## src/rtl/fifo_wr_ctrl.sv

```systemverilog
// fifo_wr_ctrl: async FIFO write side -- RAM write port, Gray write pointer, synchronized read pointer, level and status flags.
module fifo_wr_ctrl #(
  parameter int ABITS = 10,
  parameter int DBITS = 16,
  parameter int FTHR  = 800
) (
  input  logic             wrclk,
  input  logic             rst,
  input  logic             wr_en,
  input  logic [DBITS-1:0] wr_din,
  input  logic [ABITS:0]   rd_gray_ptr,
  input  logic             ovf_clr,
  output logic [ABITS:0]   wr_gray_ptr,
  output logic             ram_we,
  output logic [ABITS-1:0] ram_waddr,
  output logic [DBITS-1:0] ram_wdata,
  output logic             wr_full,
  output logic             wr_afull,
  output logic [ABITS:0]   wr_level,
  output logic             wr_ovf
);
  logic [1:0]       rst_sq;
  logic             arst;
  logic [ABITS:0]   wr_bin_q, bin_d, gray_d, level_d, rd_s0_q, rd_s1_q, rd_bin;
  logic             accept, full_d, afull_d, ovf_d;
  // reset asserts immediately, releases two wrclk edges later
  always_ff @(posedge wrclk or posedge rst)
    if (rst) rst_sq <= '1;
    else     rst_sq <= {rst_sq[0], 1'b0};
  assign arst = rst_sq[1];
  for (genvar g = 0; g <= ABITS; g++) begin : g_g2b
    assign rd_bin[g] = ^rd_s1_q[ABITS:g];
  end
  assign accept  = wr_en & ~wr_full;
  assign bin_d   = wr_bin_q + (ABITS+1)'(accept);
  assign gray_d  = bin_d ^ (bin_d >> 1);
  assign level_d = bin_d - rd_bin;
  assign full_d  = gray_d == {~rd_s1_q[ABITS:ABITS-1], rd_s1_q[ABITS-2:0]};
  assign afull_d = level_d >= (ABITS+1)'(FTHR);
  assign ovf_d   = (wr_en & wr_full) | (wr_ovf & ~ovf_clr);
  always_ff @(posedge wrclk or posedge arst)
    if (arst) begin
      wr_bin_q    <= '0;
      rd_s0_q     <= '0;
      rd_s1_q     <= '0;
      wr_gray_ptr <= '0;
      ram_we      <= 1'b0;
      ram_waddr   <= '0;
      ram_wdata   <= '0;
      wr_full     <= 1'b0;
      wr_afull    <= 1'b0;
      wr_level    <= '0;
      wr_ovf      <= 1'b0;
    end else begin
      rd_s0_q     <= rd_gray_ptr;
      rd_s1_q     <= rd_s0_q;
      wr_bin_q    <= bin_d;
      wr_gray_ptr <= gray_d;
      ram_we      <= accept;
      if (accept) begin
        ram_waddr <= wr_bin_q[ABITS-1:0];
        ram_wdata <= wr_din;
      end
      wr_full     <= full_d;
      wr_afull    <= afull_d;
      wr_level    <= level_d;
      wr_ovf      <= ovf_d;
    end
endmodule
```

## config.mk

```make
export PLATFORM = sky130hd
export DESIGN_NAME = fifo_wr_ctrl
export DESIGN_NICKNAME = d
export VERILOG_FILES = /design/src/rtl/fifo_wr_ctrl.sv
export SDC_FILE = /design/constraint.sdc
export NUM_CORES = 1
export LEC_CHECK = 0
export ABC_AREA = 1
export CORE_ASPECT_RATIO = 2
export CORE_MARGIN = 2
export CORE_UTILIZATION = 52
export DETAILED_ROUTE_END_ITERATION = 8
export DONT_BUFFER_PORTS = 1
export GPL_TIMING_DRIVEN = 0
export PLACE_DENSITY = 0.67
export SETUP_SLACK_MARGIN = 0.3
export SKIP_LAST_GASP = 1
export SLEW_MARGIN = 20
export SYNTH_ARGS = -nofsm -noshare
export SYNTH_HDL_FRONTEND = slang
export SYNTH_SLANG_ARGS = --single-unit
```

## constraint.sdc

```tcl
create_clock -name wrclk -period 5.9 [get_ports wrclk]
set_clock_uncertainty 0.15 [all_clocks]
set_input_delay 0.885 -clock wrclk [delete_from_list [all_inputs] [get_ports wrclk]]
set_output_delay 0.885 -clock wrclk [all_outputs]
set_load 0.005 [all_outputs]
```

# Yosys cells after proc, flatten, opt, wreduce, memory -nomap -nowiden

Index checks and enable logic that the tools add are counted.

Add/subtract/negate cells: 2
$lt $le $gt $ge: 1
Equality and inequality tests: 1
Bitwise operators: 8
Reduce and logical (&&, ||, !) cells: 10

Operator list:

| cell                                                                 | number |
|---|---|
| adder 11 x 1 -> 11 bit                                               | 1 |
| == test 11 bit                                                       | 1 |
| greater-or-equal comparator 11 x 10 -> 1 bit (second input constant) | 1 |
| XOR reduction 11 bit                                                 | 1 |
| subtractor 11 bit                                                    | 1 |
| XOR 11 x 10 -> 11 bit                                                | 1 |
| XOR reduction 10 bit                                                 | 1 |
| XOR reduction 9 bit                                                  | 1 |
| XOR reduction 8 bit                                                  | 1 |
| XOR reduction 7 bit                                                  | 1 |
| XOR reduction 6 bit                                                  | 1 |
| XOR reduction 5 bit                                                  | 1 |
| XOR reduction 4 bit                                                  | 1 |
| AND 1 bit                                                            | 3 |
| XOR reduction 3 bit                                                  | 1 |
| NOT 1 bit                                                            | 2 |
| NOT 2 bit                                                            | 1 |
| XOR reduction 2 bit                                                  | 1 |
| OR 1 bit                                                             | 1 |

Bits in registers: 87
Input port bits: 31
Output and inout bits: 52

# Longest topological paths before layout

Gate-level depths: netlist of the first run.

Depth after elaboration: 5
Gate-level depth with buffers: 22

# Worst setup path after synthesis of the first run

No wires, ideal clock.

Kind: in2reg
Start point: in wr_en
End point: reg wr_afull
Data arrival time: 3.510 ns
Data required time: 5.633 ns
Slack: 2.123 ns
Stages: 19
Path buffers: 1
Path through: inv_1 nor2_1 clkbuf_1 ha_1 nand2_1 nor2_2 nand2_1 nand2_2 inv_2 ha_1 nand2_1 o21ai_0 nand4_1 nand3b_1 nand2_1 nor2_1 nand2_1 nand3_1 nand2_1

Cells in the longest elaborated chain, start to end: 4

Ends and longest elaborated chain:

| element                                      | RTL line | source |
|---|---|---|
| start: declaration                           | 9        | `input logic wr_en,` |
| AND 1 bit                                    | 34       | `assign accept = wr_en & ~wr_full;` |
| via accept                                   | 25       | `logic accept, full_d, afull_d, ovf_d;` |
| adder 11 x 1 -> 11 bit                       | 35       | `assign bin_d = wr_bin_q + (ABITS+1)'(accept);` |
| via bin_d[3]                                 | 24       | `logic [ABITS:0] wr_bin_q, bin_d, gray_d, level_d, rd_s0_q, rd_s1_q, rd_bin;` |
| subtractor 11 bit                            | 37       | `assign level_d = bin_d - rd_bin;` |
| via level_d[6]                               | 24       |  |
| greater-or-equal comparator 11 x 10 -> 1 bit | 39       | `assign afull_d = level_d >= (ABITS+1)'(FTHR);` |
| via afull_d                                  | 25       |  |
| end signal: assignment                       | 65       | `wr_afull <= afull_d;` |
| end: declaration                             | 18       | `output logic wr_afull,` |

The timed path passes the listed nets, and every way through them passes these cells.
A chain may end at the register's enable or synchronous reset.

# Worst setup path in the final report of the first run

Same ends and word-level chain as after synthesis.

==> results.md, run 1 <==
* RSZ-0062 raised after global routing: false
* Starting DRC count in detailed routing at 113
* Final GP Congestion at 0.855
* Worst skew pair latency at 0.34 ns
* Place WS at 1.41 ns
* Initial antenna violation count at 0
* Primary FF master, synth: dfrtp_1
* Post-layout minimum cycle time at 4.08 ns
* Wire length per cell at 12.9 microns
* Largest net degree at the start of global routing at 52
* Setup bufs post-CTS at 0
* CTS tree: yes
* Synth Net Count at 512
* Worst-path clk slew at 0.06 ns
* GRT Residual Overflow at 0
* Detailed Route WL at 7540 microns
* Setup TNS at 0 ns
* Post-route DRC at 0
* Num rows at 46
* Worst-Margin Slew at 0.641 ns
* VDD IR max at 0.287 mV
* Fin crit share at 0.692
* Static leakage at 2.41 nW
* Vias per cell at 4.88
* Area added between synthesis and finish at 11.1%
* Most frequent cells in the layout: nand2_1 (181), dfrtp_1 (84), inv_1 (48)
* Synth Register Bits at 86
* Seq/Total Area, Yosys at 0.522
* Register-to-register setup slack at 1.94 ns
* Synth warnings at 0
* Share of layout cells above drive strength 1 at 0.123
* Die height at 130 microns
* Number of I/O pins at 83
* Critical R2R Launch: wr_full
* Num Clock Sinks at 86
* Largest family of logic cells by synthesized area: simple AND/OR/NAND/NOR gates
* Initial core utilization at 0.527
* CTS HTree Levels at 3
* Post-Syn Instances at 469
* Global-route wire length before repair at 12600 microns
* Unique cell type count in the Yosys netlist at 33
* Num CTS Buffers at 9
* Min-Delay Path Class: reg2async
* WP buf/inv at 3
* Worst setup SP type: input pin
* Die area at 8710 sq um
* Maximum root-to-sink buffer count at 2
* Max cap viols at 0
* Async set-or-reset flop fraction in the synthesized netlist at 1.00
* Horiz. Die Dim at 67.0 microns
* Crit path top cell by count: nand2_1
* Final hold viol count at 0
* Crit-path max FO at 12
* Cts hold-fix bufs at 0
* Worst Setup Path Type: in2reg
* Vias in the first global route at 2877
* Avg Cell Area, Syn at 8.80 sq um
* Post-synthesis xor/xnor area fraction at 0.0752
* Total track usage at 0.195
* Largest area contributor in the netlist: dfrtp_1
* Fin. max-slew vios at 0
* Post-route setup slack at 1.82 ns
* PortBufs at 0
* Most common cell after layout, fill and taps aside: nand2_1
* Ant. Diodes at 0
* Worst r2r path cells at 18
* Post-synth EDFFs at 0
* Worst Setup SP: wr_en
* Status: finished clean
* Final setup violating endpoints at 0
* PD cells at 517 nW/um^2
* Root Buffer: clkbuf_16
* CP max stage cell: nor2_1
* CP endpoint kind: flop
* 1st-pass router iterations at 4
* Synth top area share at 0.509
* Critical path data arrival time at 4.16 ns
* Top delay family on crit path: simple AND/OR/NAND/NOR gates
* CP required at 5.98 ns
* Synthesized area at 4130 sq um
* Routed vias at 2839
* Fmax at 245 MHz
* Post-CTS Resized at 0
* Rel. slew slack at 0.571
* Synth Area in Adders at 0.0382
* CORE AREA at 7830 sq um
* Antenna Nets Post-Route at 0
* Post-synthesis mux area share at 0
* Area contributors post-synth: dfrtp_1 (51%), nand2_1 (16%), inv_1 (4.5%), xor2_1 (4.2%), ha_1 (3.3%)
* CP Cell Sequence: inv_1 -> nor2_1 -> clkbuf_1 -> ha_1 -> nand2_1 -> nor2_2 -> nand2_1 -> nand2_2 -> inv_2 -> ha_1 -> nand2_1 -> o21ai_0 -> nand4_1 -> nand3b_1 -> nand2_1 -> nor2_1 -> nand2_1 -> nand3_1 -> nand2_1
* HPWL after detailed placement at 5780 microns
* R2R Path End: wr_afull
* Nets@finish at 524
* Synth Area in Simple Gates at 0.270
* Synth Area in Compound Gates at 0.0355
* Slowest Stage Delay on Critical Path at 0.48 ns
how the worst max path moves through the flow:
stage / end / slack (ns) / cells past startpoint
final: wr_afull / 1.82 / 19
after global placement: wr_afull / 1.44 / 19
after detailed placement: wr_afull / 1.41 / 19
after floorplan: wr_afull / 2.12 / 19
after CTS: wr_afull / 1.75 / 19
after global routing: wr_afull / 1.39 / 19
report_power, final:
| part | leakage [nW] | switching, W | internal (W) | total (W) |
|---|---|---|---|---|
| registers | 1.01 | 0.000109 | 0.000760 | 0.000869 |
| clock network | 0.149 | 0.000228 | 0.000342 | 0.000570 |
| logic | 1.26 | 0.000594 | 0.000340 | 0.000934 |
| total | 2.41 | 0.000930 | 0.00144 | 0.00237 |
flip-flops by register name, indices dropped and copies added (netlist names):
signal,flops
ram_waddr,10
ram_wdata,16
ram_we,1
rd_s0_q,11
rd_s1_q,11
rst_sq,2
wr_afull,1
wr_bin_q,11
wr_full,1
wr_gray_ptr,10
wr_level,11
wr_ovf,1
through the flow:
| step | cells | area [sq um] | hold slack (ns) | power (W) | utilization |
|---|---|---|---|---|---|
| after floorplan | 469 | 4130 | 0.181 | 0.00162 | - |
| after global placement | 565 | 4250 | 0.182 | 0.00180 | 0.543 |
| after detailed placement | 566 | 4280 | 0.132 | 0.00182 | 0.546 |
| after CTS | 582 | 4580 | 0.135 | 0.00241 | 0.586 |
| after global routing | 582 | 4580 | 0.171 | 0.00259 | 0.586 |
| final | 582 | 4580 | 0.113 | 0.00237 | 0.586 |
kinds of logic (layout without fill, tap and decap cells):
family          after synthesis  in the layout
compound gates               25             25
xor+xnor                     32             32
fa+ha+maj                    12             12
buf+inv                      62             79
flops                        86             86
other cells                   1              1
simple gates                251            251
layer usage:
layer	global-route usage	share of wire
met1	0.223	0.42
met2	0.334	0.52
met3	0.0397	0.033
met4	0.103	0.026
met5	0	0
worst reg2reg max path, cell delays in order, from the launching register on:
cell      delay (ns)
dfrtp_1         0.41
nor2_1          0.52
clkbuf_1        0.46
ha_1            0.26
nand2_1         0.10
nor2_2          0.13
nand2_1         0.07
nand2_2         0.17
inv_2           0.07
ha_1            0.33
nand2_1         0.06
o21ai_0         0.42
nand4_1         0.20
nand3b_1        0.13
nand2_1         0.07
nor2_1          0.11
nand2_1         0.06
nand3_1         0.08
nand2_1         0.05
Yosys cell counts (3+ instances only):
cell type	instances
a21oi_1	6
clkbuf_1	4
dfrtp_1	84
ha_1	11
inv_1	49
inv_2	5
nand2_1	181
nand2_2	10
nand2_4	3
nand3_1	24
nand3_2	6
nand4_1	3
nor2_1	13
nor2_2	3
o21ai_0	14
xnor2_1	8
xor2_1	20
xor2_2	4
area by class of cell:
class	count	area, sq um
Tap cell	96	120
Multi-Input combinational cell	321	1730
Timing Repair Buffer	1	27.5
Fill cell	722	3240
Sequential cell	86	2150
Clock buffer	10	239
Inverter	57	219
Buffer	5	22.5
Clock inverter	6	68.8
(Power assumes the default switching activity.)
==> run 2, diff against run 1 <==
- PLACE_DENSITY: 0.67 -> 0.7
- clock period: 5.9 -> 3.5 ns (I/O delays scaled with it)
==> results.md, run 2 (synthesis results as in run 1) <==
* Status: finished clean
* CTS tree: yes
* 1st-pass router iterations at 4 (unchanged)
* Share of layout cells above drive strength 1 at 0.174 (+0.0506)
* Post-layout minimum cycle time at 2.96 ns
* Min-Delay Path Class: in2reg
* Crit path top cell by count: nand2_1
* Initial core utilization at 0.527 (unchanged)
* Critical path data arrival time at 3.04 ns (-1.12 ns)
* Vias per cell at 4.92 (+0.76%)
* Antenna Nets Post-Route at 0 (unchanged)
* Die area at 8710 sq um (unchanged)
* PD cells at 873 nW/um^2 (+69%)
* CTS HTree Levels at 3 (unchanged)
* Worst Setup SP: rd_s1_q[7]
* VDD IR max at 0.553 mV (+93%)
* Crit-path max FO at 5 (-7)
* Maximum root-to-sink buffer count at 2 (unchanged)
* CP Cell Sequence: inv_1 -> nand2_1 -> nand2_1 -> nand2_1 -> nand2_1 -> nand2_1 -> nand2_1 -> xor2_1 -> ha_1 -> fa_1 -> o21ai_2 -> nand4_1 -> nand3b_1 -> nand2_1 -> nor2_1 -> nand2_1 -> nand3_1 -> nand2_1
* Worst setup SP type: flop
* Initial antenna violation count at 0 (unchanged)
* Num rows at 46 (unchanged)
* Area added between synthesis and finish at 15.3%
* Worst skew pair latency at 0.34 ns (about the same)
* Most frequent cells in the layout: nand2_1 (179), dfrtp_1 (80), inv_1 (46)
* Detailed Route WL at 7920 microns (+5.0%)
* Total power at 0.00415 W (+75%)
* CP max stage cell: dfrtp_1
* Nets@finish at 532 (+1.5%)
* CP endpoint kind: flop
* Die height at 130 microns (unchanged)
* Fill count at 671 (-7.1%)
* Hold Path Origin: rd_gray_ptr[5]
* Largest net degree at the start of global routing at 56 (+7.7%)
* Final GP Congestion at 0.866 (+1.2%)
* Worst-path clk slew at 0.06 ns (about the same)
* Root Buffer: clkbuf_16
* RSZ-0062 raised after global routing: false
* Fmax at 338 MHz
* Final hold viol count at 0 (unchanged)
* Total track usage at 0.201 (+0.00626)
* Fin crit share at 0.845
* Multi-input logic area at 1830 sq um (+5.8%)
* Num Clock Sinks at 86 (unchanged)
* Ant. Diodes at 0 (unchanged)
* Horiz. Die Dim at 67.0 microns (unchanged)
* WHS at 0.0595 ns (-0.0540 ns)
* Number of I/O pins at 83 (unchanged)
* CORE AREA at 7830 sq um (unchanged)
* Final setup violating endpoints at 0 (unchanged)
* Static leakage at 2.47 nW (+2.2%)
* Worst Setup Path Type: reg2reg
* Wire length per cell at 13.4 microns (+3.6%)
* GRT Residual Overflow at 0 (unchanged)
* FF+latch area at 2160 sq um (+0.23%)
* Critical R2R Launch: rd_s1_q[7]
* CP required at 3.58 ns (-2.40 ns)
* Post-route DRC at 0 (unchanged)
* Vias in the first global route at 2838 (-1.4%)
* PortBufs at 0 (unchanged)
* Reg with most FFs: ram_wdata
* Max cap viols at 0 (unchanged)
* HPWL after detailed placement at 5880 microns (+1.7%)
* Global-route wire length before repair at 12900 microns (+2.2%)
* Slowest Stage Delay on Critical Path at 0.43 ns (-0.05 ns)
* Routed vias at 2900 (+2.1%)
* Max reg flops at 16 (unchanged)
* Fin. max-slew vios at 0 (unchanged)
* Starting DRC count in detailed routing at 128 (+13%)
* Num CTS Buffers at 9 (unchanged)
* Most common cell after layout, fill and taps aside: nand2_1
-- run 2: cell type report --
class                      instances  area share
buffer                             5     0.00631
multi-input combinational        321       0.385
timing repair buffer               9      0.0189
tap                               96      0.0252
inverter                          57      0.0460
clock buffer                       9      0.0473
sequential                        86       0.454
clock inverter                     7      0.0171
-- run 2: where the power goes --
group          internal [W]  switching (W)
logic              0.000662        0.00107
clock network      0.000561       0.000392
registers           0.00128       0.000187
-- run 2: worst paths after layout --
path	cells after the start	endpoint	slack, ns
max in group asynchronous	2	rd_s1_q[6]	2.51
worst min-delay path	0	rd_s0_q[5]	0.06
worst max-delay path	18	wr_afull	0.54
worst min register to register	1	ram_wdata[6]	0.10
worst max register to register	18	wr_afull	0.54
min in group asynchronous	1	ram_wdata[6]	0.10
-- run 2: timing repair --
item                                    CTS  global route
endpoints found under the setup margin    7             4
hold buffers                              1             0
gates resized for setup                   5            23
pin swaps                                 1             4
buffers inserted                          1             6
hold endpoints to repair                  2             0
-- run 2: stage by stage --
step | setup TNS [ns] | std cells | cell area (sq um) | setup slack [ns] | util
2_1_floorplan | 0 | 469 | 4130 | 0.318 | -
3_3_place_gp | -0.454 | 565 | 4250 | -0.228 | 0.543
3_5_place_dp | -0.581 | 566 | 4280 | -0.286 | 0.547
4_1_cts | 0 | 584 | 4620 | 0.323 | 0.591
5_1_grt | 0 | 590 | 4760 | 0.296 | 0.608
6_report | 0 | 590 | 4760 | 0.541 | 0.608
-- run 2: routing by layer --
layer  global-route usage  vias up  share of wire
met5                    0        -              0
met3               0.0414       15          0.034
met4                0.106        0          0.028
li1                     -     1477              -
met1                0.225     1347           0.40
met2                0.350       61           0.54
-- run 2: critical path, delay by kind of cell (launching register included) --
family                     cells  cell delay [ns]
adders and majority gates      2             0.64
DFF                            1             0.43
AOI/OAI and AO/OA              1             0.19
xor gates and xnor gates       1             0.16
buffers and inverters          1             0.11
and+or+nand+nor               13             1.19
==> run 3, diff against run 2 <==
- PLACE_DENSITY: 0.7 -> 0.67
- clock period: 3.5 -> 2.9 ns (I/O delays scaled with it)
==> results.md, run 3 (synthesis results as in run 1) <==
* Global-route wire length before repair at 14800 microns (+15%)
* Final instance area at 5550 sq um (+17%)
* Largest net degree at the start of global routing at 36 (-36%)
* Vias in the first global route at 3296 (+16%)
* Wire length per cell at 15.5 microns (+16%)
* Worst setup SP type: flop
* Area added between synthesis and finish at 34.6%
* Nets@finish at 579 (+8.8%)
* RSZ-0062 raised after global routing: true
* Num rows at 46 (unchanged)
* Detailed Route WL at 9900 microns (+25%)
* PD cells at 1060 nW/um^2 (+21%)
* Number of I/O pins at 83 (unchanged)
* Starting DRC count in detailed routing at 143 (+12%)
* Post-layout minimum cycle time at 2.89 ns (-0.0711 ns)
* Most frequent cells in the layout: nand2_1 (159), dfrtp_1 (77), buf_4 (40)
* Status: finished clean
* Total track usage at 0.230 (+0.0287)
* Fin. max-slew vios at 0 (unchanged)
* Inst Count DP at 567 (+0.18%)
* Vias per cell at 5.11 (+3.9%)
* Multi-input logic area at 2230 sq um (+22%)
* Horiz. Die Dim at 67.0 microns (unchanged)
* VDD IR max at 0.698 mV (+26%)
* Worst-path clk slew at 0.06 ns (about the same)
* Total power at 0.00588 W (+42%)
* Fin crit share at 0.996 (+0.150)
* Num CTS Buffers at 9 (unchanged)
* Min-Delay Path Class: in2reg
* Antenna Nets Post-Route at 0 (unchanged)
* Fmax at 346 MHz (+2.5%)
* Worst Setup SP: rd_s1_q[10]
* 1st-pass router iterations at 4 (unchanged)
* CTS tree: yes
* Die height at 130 microns (unchanged)
* Most common cell after layout, fill and taps aside: nand2_1
* Non-filler instance count after layout at 637 (+8.0%)
* CORE AREA at 7830 sq um (unchanged)
* Final setup violating endpoints at 0 (unchanged)
* Routed vias at 3253 (+12%)
* CTS HTree Levels at 3 (unchanged)
* Final GP Congestion at 0.848 (-2.1%)
* Fill count at 583 (-13%)
* Max reg flops at 16 (unchanged)
* Worst Setup Path Type: reg2reg
* Num Clock Sinks at 86 (unchanged)
* Post-route DRC at 0 (unchanged)
* Max cap viols at 0 (unchanged)
* HPWL after detailed placement at 5950 microns (+1.2%)
* Critical R2R Launch: rd_s1_q[10]
* Worst skew pair latency at 0.35 ns (about the same)
* Hold Path Origin: wr_din[11]
* Placed inst area at 4340 sq um (+1.5%)
* GRT Residual Overflow at 0 (unchanged)
* Reg with most FFs: ram_wdata
* Maximum root-to-sink buffer count at 2 (unchanged)
* Die area at 8710 sq um (unchanged)
* Ant. Diodes at 0 (unchanged)
* CP endpoint kind: flop
* Initial core utilization at 0.527 (unchanged)
* PortBufs at 0 (unchanged)
* CP required at 2.99 ns (-0.59 ns)
* Share of layout cells above drive strength 1 at 0.342 (+0.168)
* Static leakage at 2.76 nW (+12%)
* Initial antenna violation count at 0 (unchanged)
* Final hold viol count at 0 (unchanged)
* Root Buffer: clkbuf_16
* Critical path data arrival time at 2.98 ns (-0.06 ns)
* Crit-path max FO at 4 (-1)
* FF+latch area at 2160 sq um (+0.17%)
[run 3: changes by cell type in the layout (fill, tap and decap cells not counted), moves of 8 or more]
cell | previous run | this run
ha_1 | 10 | 2
nand2_4 | 3 | 20
inv_1 | 46 | 34
inv_2 | 7 | 16
nand2_1 | 179 | 159
dlygate4sd3_1 | 1 | 12
buf_4 | 8 | 40
[run 3: path summary, 6_finish.rpt]
path,endpoint,slack (ns),depth (start not counted)
worst max register to register,wr_afull,0.01,19
max in group asynchronous,rd_s1_q[9],1.99,2
worst min-delay path,ram_wdata[11],0.05,2
min in group asynchronous,ram_wdata[1],0.10,1
worst max-delay path,wr_afull,0.01,19
worst min register to register,ram_wdata[1],0.10,1
[run 3: metal layers]
metal | wire [microns] | vias to the layer above | track usage
met2 | 5450 | 91 | 0.402
met5 | 0 | - | 0
li1 | - | 1570 | -
met3 | 353 | 31 | 0.0509
met1 | 3660 | 1561 | 0.260
met4 | 430 | 0 | 0.108
[run 3: metrics by stage]
step	hold slack (ns)	TNS [ns]	utilization	worst slack [ns]
6_report	0.0534	0	0.710	0.0119
5_1_grt	0.0616	-0.288	0.710	-0.120
3_3_place_gp	0.183	-0.845	0.550	-0.328
2_1_floorplan	0.181	0	-	0.0366
3_5_place_dp	0.112	-1.07	0.555	-0.357
4_1_cts	0.0535	0	0.665	0.0950
[run 3: power by group]
part	switching, W	internal [W]
Combinational	0.00169	0.00132
Clock	0.000476	0.000606
Sequential	0.000245	0.00155
Total	0.00241	0.00347
[run 3: area by class of cell]
type	count	share of cell area
well taps	96	0.0216
plain buffers	5	0.00608
inverters	57	0.0424
clock inverters	6	0.00811
clock buffers	10	0.0430
repair buffers	56	0.0876
flip-flops and latches	86	0.390
multi-input cells	321	0.402
[run 3: worst max-delay path, stage by stage, from the launching register on]
cell	delay, ns
dfrtp_1	0.41
inv_2	0.08
buf_4	0.14
nand2_2	0.06
nand3_2	0.08
nand2_4	0.12
nand3_4	0.11
nand2_4	0.13
xor2_1	0.07
ha_2	0.19
fa_2	0.37
o21ai_4	0.22
buf_4	0.15
nand3_2	0.09
nand2_4	0.09
nand2_2	0.07
nand2_1	0.06
nand2_1	0.07
nand2_2	0.07
nand2_1	0.05
[run 3: repair_timing]
| action | 4_1_cts | 5_1_grt |
|---|---|---|
| gates resized for setup | 64 | 52 |
| pin swaps | 36 | 29 |
| setup endpoints to repair | 10 | 9 |
| hold buffers | 12 | 0 |
| setup buffers | 27 | 15 |
| endpoints found under the hold margin | 13 | 0 |
